==> config.mk <==
export PLATFORM = sky130hd
export DESIGN_NAME = inst_sequencer
export DESIGN_NICKNAME = d
export VERILOG_FILES = /design/src/rtl/inst_sequencer.sv
export SDC_FILE = /design/constraint.sdc
export NUM_CORES = 1
export LEC_CHECK = 0
export ABC_AREA = 0
export BUFFER_PORTS_ARGS = -buffer_cell sky130_fd_sc_hd__buf_2
export CORE_MARGIN = 10
export CORE_UTILIZATION = 55
export DETAILED_ROUTE_END_ITERATION = 6
export HOLD_SLACK_MARGIN = 0.12
export PLACE_DENSITY = 0.76
export SLEW_MARGIN = 20
export SYNTH_ARGS = -nofsm -noshare
export SYNTH_HDL_FRONTEND = slang
export SYNTH_SLANG_ARGS = --single-unit
==> constraint.sdc <==
create_clock -name clk -period 17.5 [get_ports clk]
set_clock_uncertainty 0.1 [all_clocks]
set_input_delay 2.625 -clock clk [delete_from_list [all_inputs] [get_ports clk]]
set_output_delay 2.625 -clock clk [all_outputs]
set_load 0.1 [all_outputs]
==> src/rtl/inst_sequencer.sv <==
// rtl/inst_sequencer.sv - instruction word sequencer for kernel-tap passes and psum accumulation
module inst_sequencer #(
    parameter int col     = 8,
    parameter int row     = 8,
    parameter int len_nij = 36,
    parameter int len_kij = 9,
    parameter int gap     = 10
) (
    input  logic        clk,
    input  logic        reset,
    input  logic        start_kij,
    input  logic        start_acc,
    input  logic [3:0]  kij,
    input  logic [3:0]  onij,
    input  logic        ofifo_valid,
    output logic [33:0] inst,
    output logic        busy,
    output logic        done,
    output logic        err
);
    localparam logic [3:0] S_IDLE    = 4'd0;
    localparam logic [3:0] S_W_L0    = 4'd1;
    localparam logic [3:0] S_W_LD    = 4'd2;
    localparam logic [3:0] S_GAP     = 4'd3;
    localparam logic [3:0] S_A_L0    = 4'd4;
    localparam logic [3:0] S_EXEC    = 4'd5;
    localparam logic [3:0] S_OF_WAIT = 4'd6;
    localparam logic [3:0] S_OF_RD   = 4'd7;
    localparam logic [3:0] S_ACC     = 4'd8;

    localparam int          CW  = 7;
    localparam logic [33:0] NOP = 34'h1_800C_0000;

    logic [3:0]    state, state_n;
    logic [CW-1:0] cnt, cnt_n;
    logic [3:0]    kij_r, kij_n, onij_r, onij_n;
    logic          done_n, err_n;
    logic [33:0]   inst_n;
    logic [10:0]   cnt11, a_rd, a_acc;

    always_comb begin
        state_n = state;
        cnt_n   = cnt + 1'b1;
        kij_n   = kij_r;
        onij_n  = onij_r;
        done_n  = 1'b0;
        err_n   = 1'b0;
        case (state)
            S_IDLE: begin
                cnt_n = '0;
                // start_kij has priority; a 4-bit onij can never be out of range
                if (start_kij) begin
                    if (kij <= 4'd8) begin
                        state_n = S_W_L0;
                        kij_n   = kij;
                    end else begin
                        err_n = 1'b1;
                    end
                end else if (start_acc) begin
                    state_n = S_ACC;
                    onij_n  = onij;
                end
            end
            S_W_L0: if (cnt == CW'(col)) begin
                state_n = S_W_LD;
                cnt_n   = '0;
            end
            S_W_LD: if (cnt == CW'(col - 1)) begin
                state_n = S_GAP;
                cnt_n   = '0;
            end
            S_GAP: if (cnt == CW'(gap - 1)) begin
                state_n = S_A_L0;
                cnt_n   = '0;
            end
            S_A_L0: if (cnt == CW'(len_nij)) begin
                state_n = S_EXEC;
                cnt_n   = '0;
            end
            S_EXEC: if (cnt == CW'(len_nij + row + col - 1)) begin
                state_n = S_OF_WAIT;
                cnt_n   = '0;
            end
            S_OF_WAIT: begin
                cnt_n = '0;
                if (ofifo_valid) state_n = S_OF_RD;
            end
            S_OF_RD: if (cnt == CW'(len_nij - 1)) begin
                state_n = S_IDLE;
                cnt_n   = '0;
                done_n  = 1'b1;
            end
            S_ACC: if (cnt == CW'(len_kij)) begin
                state_n = S_IDLE;
                cnt_n   = '0;
                done_n  = 1'b1;
            end
            default: begin
                state_n = S_IDLE;
                cnt_n   = '0;
            end
        endcase
    end

    // Output pixel (r,c) under tap (kr,kc) reads input pixel (r+kr, c+kc) of the 6-wide map
    assign cnt11 = 11'(cnt_n);
    assign a_rd  = 11'(kij_n) * 11'(len_nij) + cnt11;
    assign a_acc = cnt11 * 11'(len_nij)
                 + (11'(onij_n[3:2]) + cnt11 / 11'd3) * 11'd6
                 + 11'(onij_n[1:0]) + cnt11 % 11'd3;

    always_comb begin
        inst_n = NOP;
        case (state_n)
            S_W_L0: begin
                inst_n[19]   = 1'b0;
                inst_n[17:7] = 11'h400 + cnt11;
                inst_n[2]    = (cnt_n != '0);
            end
            S_W_LD: begin
                inst_n[3] = 1'b1;
                inst_n[0] = 1'b1;
            end
            S_A_L0: begin
                inst_n[19]   = 1'b0;
                inst_n[17:7] = cnt11;
                inst_n[2]    = (cnt_n != '0);
            end
            S_EXEC: begin
                inst_n[1] = 1'b1;
                inst_n[3] = (cnt_n < CW'(len_nij));
            end
            S_OF_RD: begin
                inst_n[6]     = 1'b1;
                inst_n[32]    = 1'b0;
                inst_n[31]    = 1'b0;
                inst_n[30:20] = a_rd;
            end
            S_ACC: begin
                inst_n[33] = (cnt_n != '0);
                if (cnt_n < CW'(len_kij)) begin
                    inst_n[32]    = 1'b0;
                    inst_n[30:20] = a_acc;
                end
            end
            default: inst_n = NOP;
        endcase
    end

    always_ff @(posedge clk or posedge reset) begin
        if (reset) begin
            state  <= S_IDLE;
            cnt    <= '0;
            kij_r  <= '0;
            onij_r <= '0;
            inst   <= NOP;
            busy   <= 1'b0;
            done   <= 1'b0;
            err    <= 1'b0;
        end else begin
            state  <= state_n;
            cnt    <= cnt_n;
            kij_r  <= kij_n;
            onij_r <= onij_n;
            inst   <= inst_n;
            busy   <= (state_n != S_IDLE);
            done   <= done_n;
            err    <= err_n;
        end
    end
endmodule

# Word-level counts from Yosys, hierarchy flattened
# Index checks and enable logic that the tools add are counted.
dict set report word_totals {
  regBits 53
  input_bits 13
  output_inout_bits 37
  word_cells 92
}
dict set report classes {
  addsub 7
  mul 3
  div 2
  magnitude_cmp 3
  n_eq_ne 20
  n_mux 44
  reduce_logical 5
}
# cell count
set ops {}
lappend ops {{$mux W4} 17}
lappend ops {{$pmux W11 S2} 2}
lappend ops {{$mux W7} 6}
lappend ops {{$pmux W7 S6} 1}
lappend ops {{$pmux W4 S9} 1}
lappend ops {{$eq A4 B3 Y1 const B} 7}
lappend ops {{$add A11 B11 Y11} 2}
lappend ops {{$eq A7 B6 Y1 const B} 3}
lappend ops {{$eq A7 B4 Y1 const B} 2}
lappend ops {{$mux W1} 13}
lappend ops {{$eq A4 B2 Y1 const B} 3}
lappend ops {{$add A10 B7 Y11} 1}
lappend ops {{$add A11 B2 Y11} 1}
lappend ops {{$add A11 B7 Y11 const A} 1}
lappend ops {{$add A2 B11 Y11} 1}
lappend ops {{$div A7 B2 Y11 const B} 1}
lappend ops {{$mod A7 B2 Y11 const B} 1}
lappend ops {{$mul A11 B2 Y10 const B} 1}
lappend ops {{$mux W11} 1}
lappend ops {{$mul A7 B4 Y9 const B} 1}
lappend ops {{$eq A4 B1 Y1 const B} 2}
lappend ops {{$eq A4 B4 Y1 const B} 2}
lappend ops {{$mul A4 B4 Y8 const B} 1}
lappend ops {{$add A7 B1 Y7 const B} 1}
lappend ops {{other kinds (9)} 12}

# Longest topological paths before layout
dict set report logic_depth {
  ltp_word 11
  ltp_mapped 34
}

# Worst setup path before layout
# No wires, ideal clock.
dict set report synth_path {
  path_kind {flip-flop to flip-flop}
  start {register cnt[0]}
  end {register inst[30]}
  arrival_ns 6.970
  required_time_ns 17.279
  path_slack_ns 10.309
  stages_incl_launch_ff 31
  path_buffers 0
  synth_period_minus_slack_ns 7.191
  cell_sequence {dfrtp_1 -> ha_1 -> xnor2_1 -> or4b_4 -> a22o_4 -> nor4_1 -> a211oi_1 -> o32ai_1 -> ha_1 -> nor3b_1 -> mux2i_1 -> nand2_1 -> o2bb2ai_1 -> ha_1 -> inv_1 -> fa_1 -> xnor2_1 -> ha_1 -> a21o_1 -> a21oi_1 -> xnor2_1 -> fa_1 -> ha_1 -> nand3_1 -> o2111ai_1 -> a21o_1 -> a21oi_1 -> o21a_1 -> xnor2_1 -> xnor2_1 -> a22o_1}
}
dict set report synth_between {
  elab_chain_cells 11
  elab_cells_between_ends 36
}
# item line_no
set synth_lines {}
lappend synth_lines {{start: declaration} 35} ;# logic [CW-1:0] cnt, cnt_n;
lappend synth_lines {{start signal: assignment} 162} ;# cnt <= cnt_n;
lappend synth_lines {{$add A7 B1 Y7, or another cell as far along} 43} ;# cnt_n = cnt + 1'b1;
lappend synth_lines {{$mux W7, or another cell as far along} {72, 93}}
lappend synth_lines {{$pmux W7 S6} 48} ;# case (state)
lappend synth_lines {{$div A7 B2 Y11} 109} ;# + (11'(onij_n[3:2]) + cnt11 / 11'd3) * 11'd6
lappend synth_lines {{$add A2 B11 Y11} 109}
lappend synth_lines {{$mul A11 B2 Y10} 109}
lappend synth_lines {{$add A11 B11 Y11} 109}
lappend synth_lines {{$add A11 B2 Y11} 110} ;# + 11'(onij_n[1:0]) + cnt11 % 11'd3;
lappend synth_lines {{$add A11 B11 Y11} 110}
lappend synth_lines {{$mux W11} 141} ;# if (cnt_n < CW'(len_kij)) begin
lappend synth_lines {{$pmux W11 S2 *} 114} ;# case (state_n)
lappend synth_lines {{named net inst_n[30]} 38} ;# logic [33:0] inst_n;
lappend synth_lines {{end signal: assignment} 165} ;# inst <= inst_n;
lappend synth_lines {{end: declaration} 16} ;# output logic [33:0] inst,
# Mark *: on every way through the listed nets, which the timed path passes. The rest lies on a longest branch.

# Worst setup path in the final report
# Same ends and word-level chain as after synthesis.

==> metrics <==
run status=finished, final reports clean; crit path from=cnt[0]$_DFF_PP0_; Rel. slew slack=43.3%; peak supply drop=0.0648 mV; hold buffer count at CTS=0; FF-to-FF End=inst[30]$_DFF_PP0_; CTS tree=yes; Initial Utilization=56.3%; Pleak=2.36 nW; total CTS buffers=5; wire per inst=16.7 um; clk buf depth=2; final hold vios=0; Mapped Cells=481; ANT nets after route=0; DRC Markers=0; number of global-route vias before repair=3462; Yosys Warn Count=0; GPL Wtd Cong=0.941; Crit. End Element=flop; Power Density=173 mW/mm2; post-detailed-routing wire length=10400 um; antenna violations before repair=0; global-route wire length before repair=17100 um; WP depth=30; share of cells above drive strength 1=15.3%; RSZ-0062 raised after global routing=no; CTS resizes=0; die area=0.0119 mm2; top cell type by total area after synthesis=dfrtp_1; Synth area leaders=dfrtp_1 (27%), ha_1 (12%), fa_1 (6.4%), xnor2_1 (4.2%), inv_1 (3.6%); Critical Path End=inst[30]$_DFF_PP0_; Worst-Margin Slew=0.847 ns; CTS root buf=clkbuf_8; mean post-synth cell area=9.05 um2; FF-to-FF path depth=30; #FFs+latches synth=50; post-synth cell types=66; crit path kind=reg -> reg; EDFF count, synth=0; setup_tns=0 ns; Min-Delay Path Class=reg -> reg; die width=109 um; Primary FF master, synth=dfrtp_1; setup repair bufs after CTS=0; crit-path max cell delay=0.54 ns; total power=815 uW; commonest cells after routing, fill and taps aside=dfrtp_1 (47), buf_2 (43), inv_1 (41); GRT Util Overall=17.8%; 1st-pass router iterations=6; global route overflow=0; max cap viols=0; Die H=109 um; WP buf/inv=2; Crit-path slowest cell=nor3b_1; via count=3591; fin crit period=8.18 ns; required time worst endpoint=17.60 ns; top-area cell type share of the netlist area=27.0%; fin area=0.00470 mm2; clock latency on the worst-skew pair=0.31 ns; arrival time worst endpoint=8.28 ns; core area=0.00773 mm2; Placed Area=0.00459 mm2; # clock sinks=50; Clock Pin Slew Worst Setup and Hold Paths=0.10 ns; fin. max-slew vios=0; nets@finish=582; Async S/R FF share, synth=100%; Post-DP HPWL=8250 um; Buffers on Ports=43; max frequency=0.122 GHz; htree depth=2; most common cell after layout, fill and taps aside=dfrtp_1; r2r setup slk=9.32 ns; CP max FO=13; crit-path most repeated cell=ha_1; DR iter-0 viols=270; Hold Path Depth=1; final setup violation count=0; register area share after synthesis=28.8%; diode count=0; Final period util=46.7%; worst r2r src=cnt[0]$_DFF_PP0_; fin util=60.8%; CP top delay family=adder cells; largest net degree at the start of global routing=51; routed vias/inst=5.81; Critical Path Source Type=flop; Post-Syn Area=0.00435 mm2; Syn-to-layout area delta=7.94%; row cnt=32; I/O pin count=50
==> metrics by stage <==
stage | hold WS [ns] | worst slack [ns] | instances
final | 0.410 | 9.32 | 618
after detailed placement | 0.390 | 9.18 | 610
after global routing | 0.427 | 8.53 | 618
after floorplan | 0.375 | 10.31 | 487
after global placement | 0.390 | 9.44 | 610
after CTS | 0.410 | 9.14 | 618
==> power by group <==
group	internal [mW]	switching, mW
Combinational	0.193	0.389
Clock	0.0297	0.0421
Sequential	0.146	0.0147
==> routing by layer <==
| layer | part of all wire [%] | wire [um] | up-vias | global-route usage (%) |
|---|---|---|---|---|
| met5 | 0 | 0 | - | 0 |
| met4 | 2.1 | 216 | 0 | 6.12 |
| met3 | 6.7 | 694 | 22 | 2.42 |
| met2 | 49 | 5040 | 141 | 30.0 |
| met1 | 42 | 4390 | 1688 | 22.9 |
| li1 | - | - | 1740 | - |
==> sequential cells by signal, summed over array words and instances (netlist names) <==
name and cells:
done 1, err 1, busy 1, inst 28, state 4, kij_r 4, onij_r 4, cnt 7
==> synth_stat cells, types with 4 or more instances <==
master    instances
nand2b_1          6
inv_1            42
ha_1             40
fa_1             14
o21bai_1          4
xnor2_1          21
nor2_1           34
clkbuf_1          5
nor3b_1           5
xor2_1           18
dfrtp_1          47
nor3_1            8
a311oi_1          4
or3_1             4
a31oi_1           4
a22o_1            6
mux2i_1           4
a21o_1           15
buf_2             8
a21oi_1          29
mux2_2            6
buf_4             8
and3_1            4
nand3_1          17
o21ai_0          20
nand2_1          38
nor2b_1           5
a211oi_1          5
==> cells by family after synthesis <==
logic type / share of synthesized area, %
AO/OA/AOI/OAI: 19.9
XOR/XNOR: 7.85
adder cells (fa/ha/maj): 17.9
buffers and inverters: 6.70
flip-flops: 28.8
multiplexers: 2.73
other: 0.173
AND/OR/NAND/NOR: 15.8
==> cell type report <==
type / count / area (um2)
Inverter: 42 / 159
Timing Repair Buffer: 44 / 223
Sequential cell: 50 / 1250
Clock inverter: 3 / 28.8
Fill cell: 683 / 3030
Clock buffer: 5 / 68.8
Multi-Input combinational cell: 372 / 2840
Tap cell: 102 / 128
==> worst min-delay path by stage <==
stage | slack [ns] | endpoint | from
after floorplan | 0.37 | onij_r[0]$_DFF_PP0_ | onij_r[0]$_DFF_PP0_
after global placement | 0.39 | onij_r[2]$_DFF_PP0_ | onij_r[2]$_DFF_PP0_
after detailed placement | 0.39 | onij_r[0]$_DFF_PP0_ | onij_r[0]$_DFF_PP0_
after CTS | 0.41 | onij_r[0]$_DFF_PP0_ | onij_r[0]$_DFF_PP0_
after global routing | 0.43 | onij_r[0]$_DFF_PP0_ | onij_r[0]$_DFF_PP0_
final | 0.41 | onij_r[0]$_DFF_PP0_ | onij_r[0]$_DFF_PP0_
(Power assumes the default switching activity.)
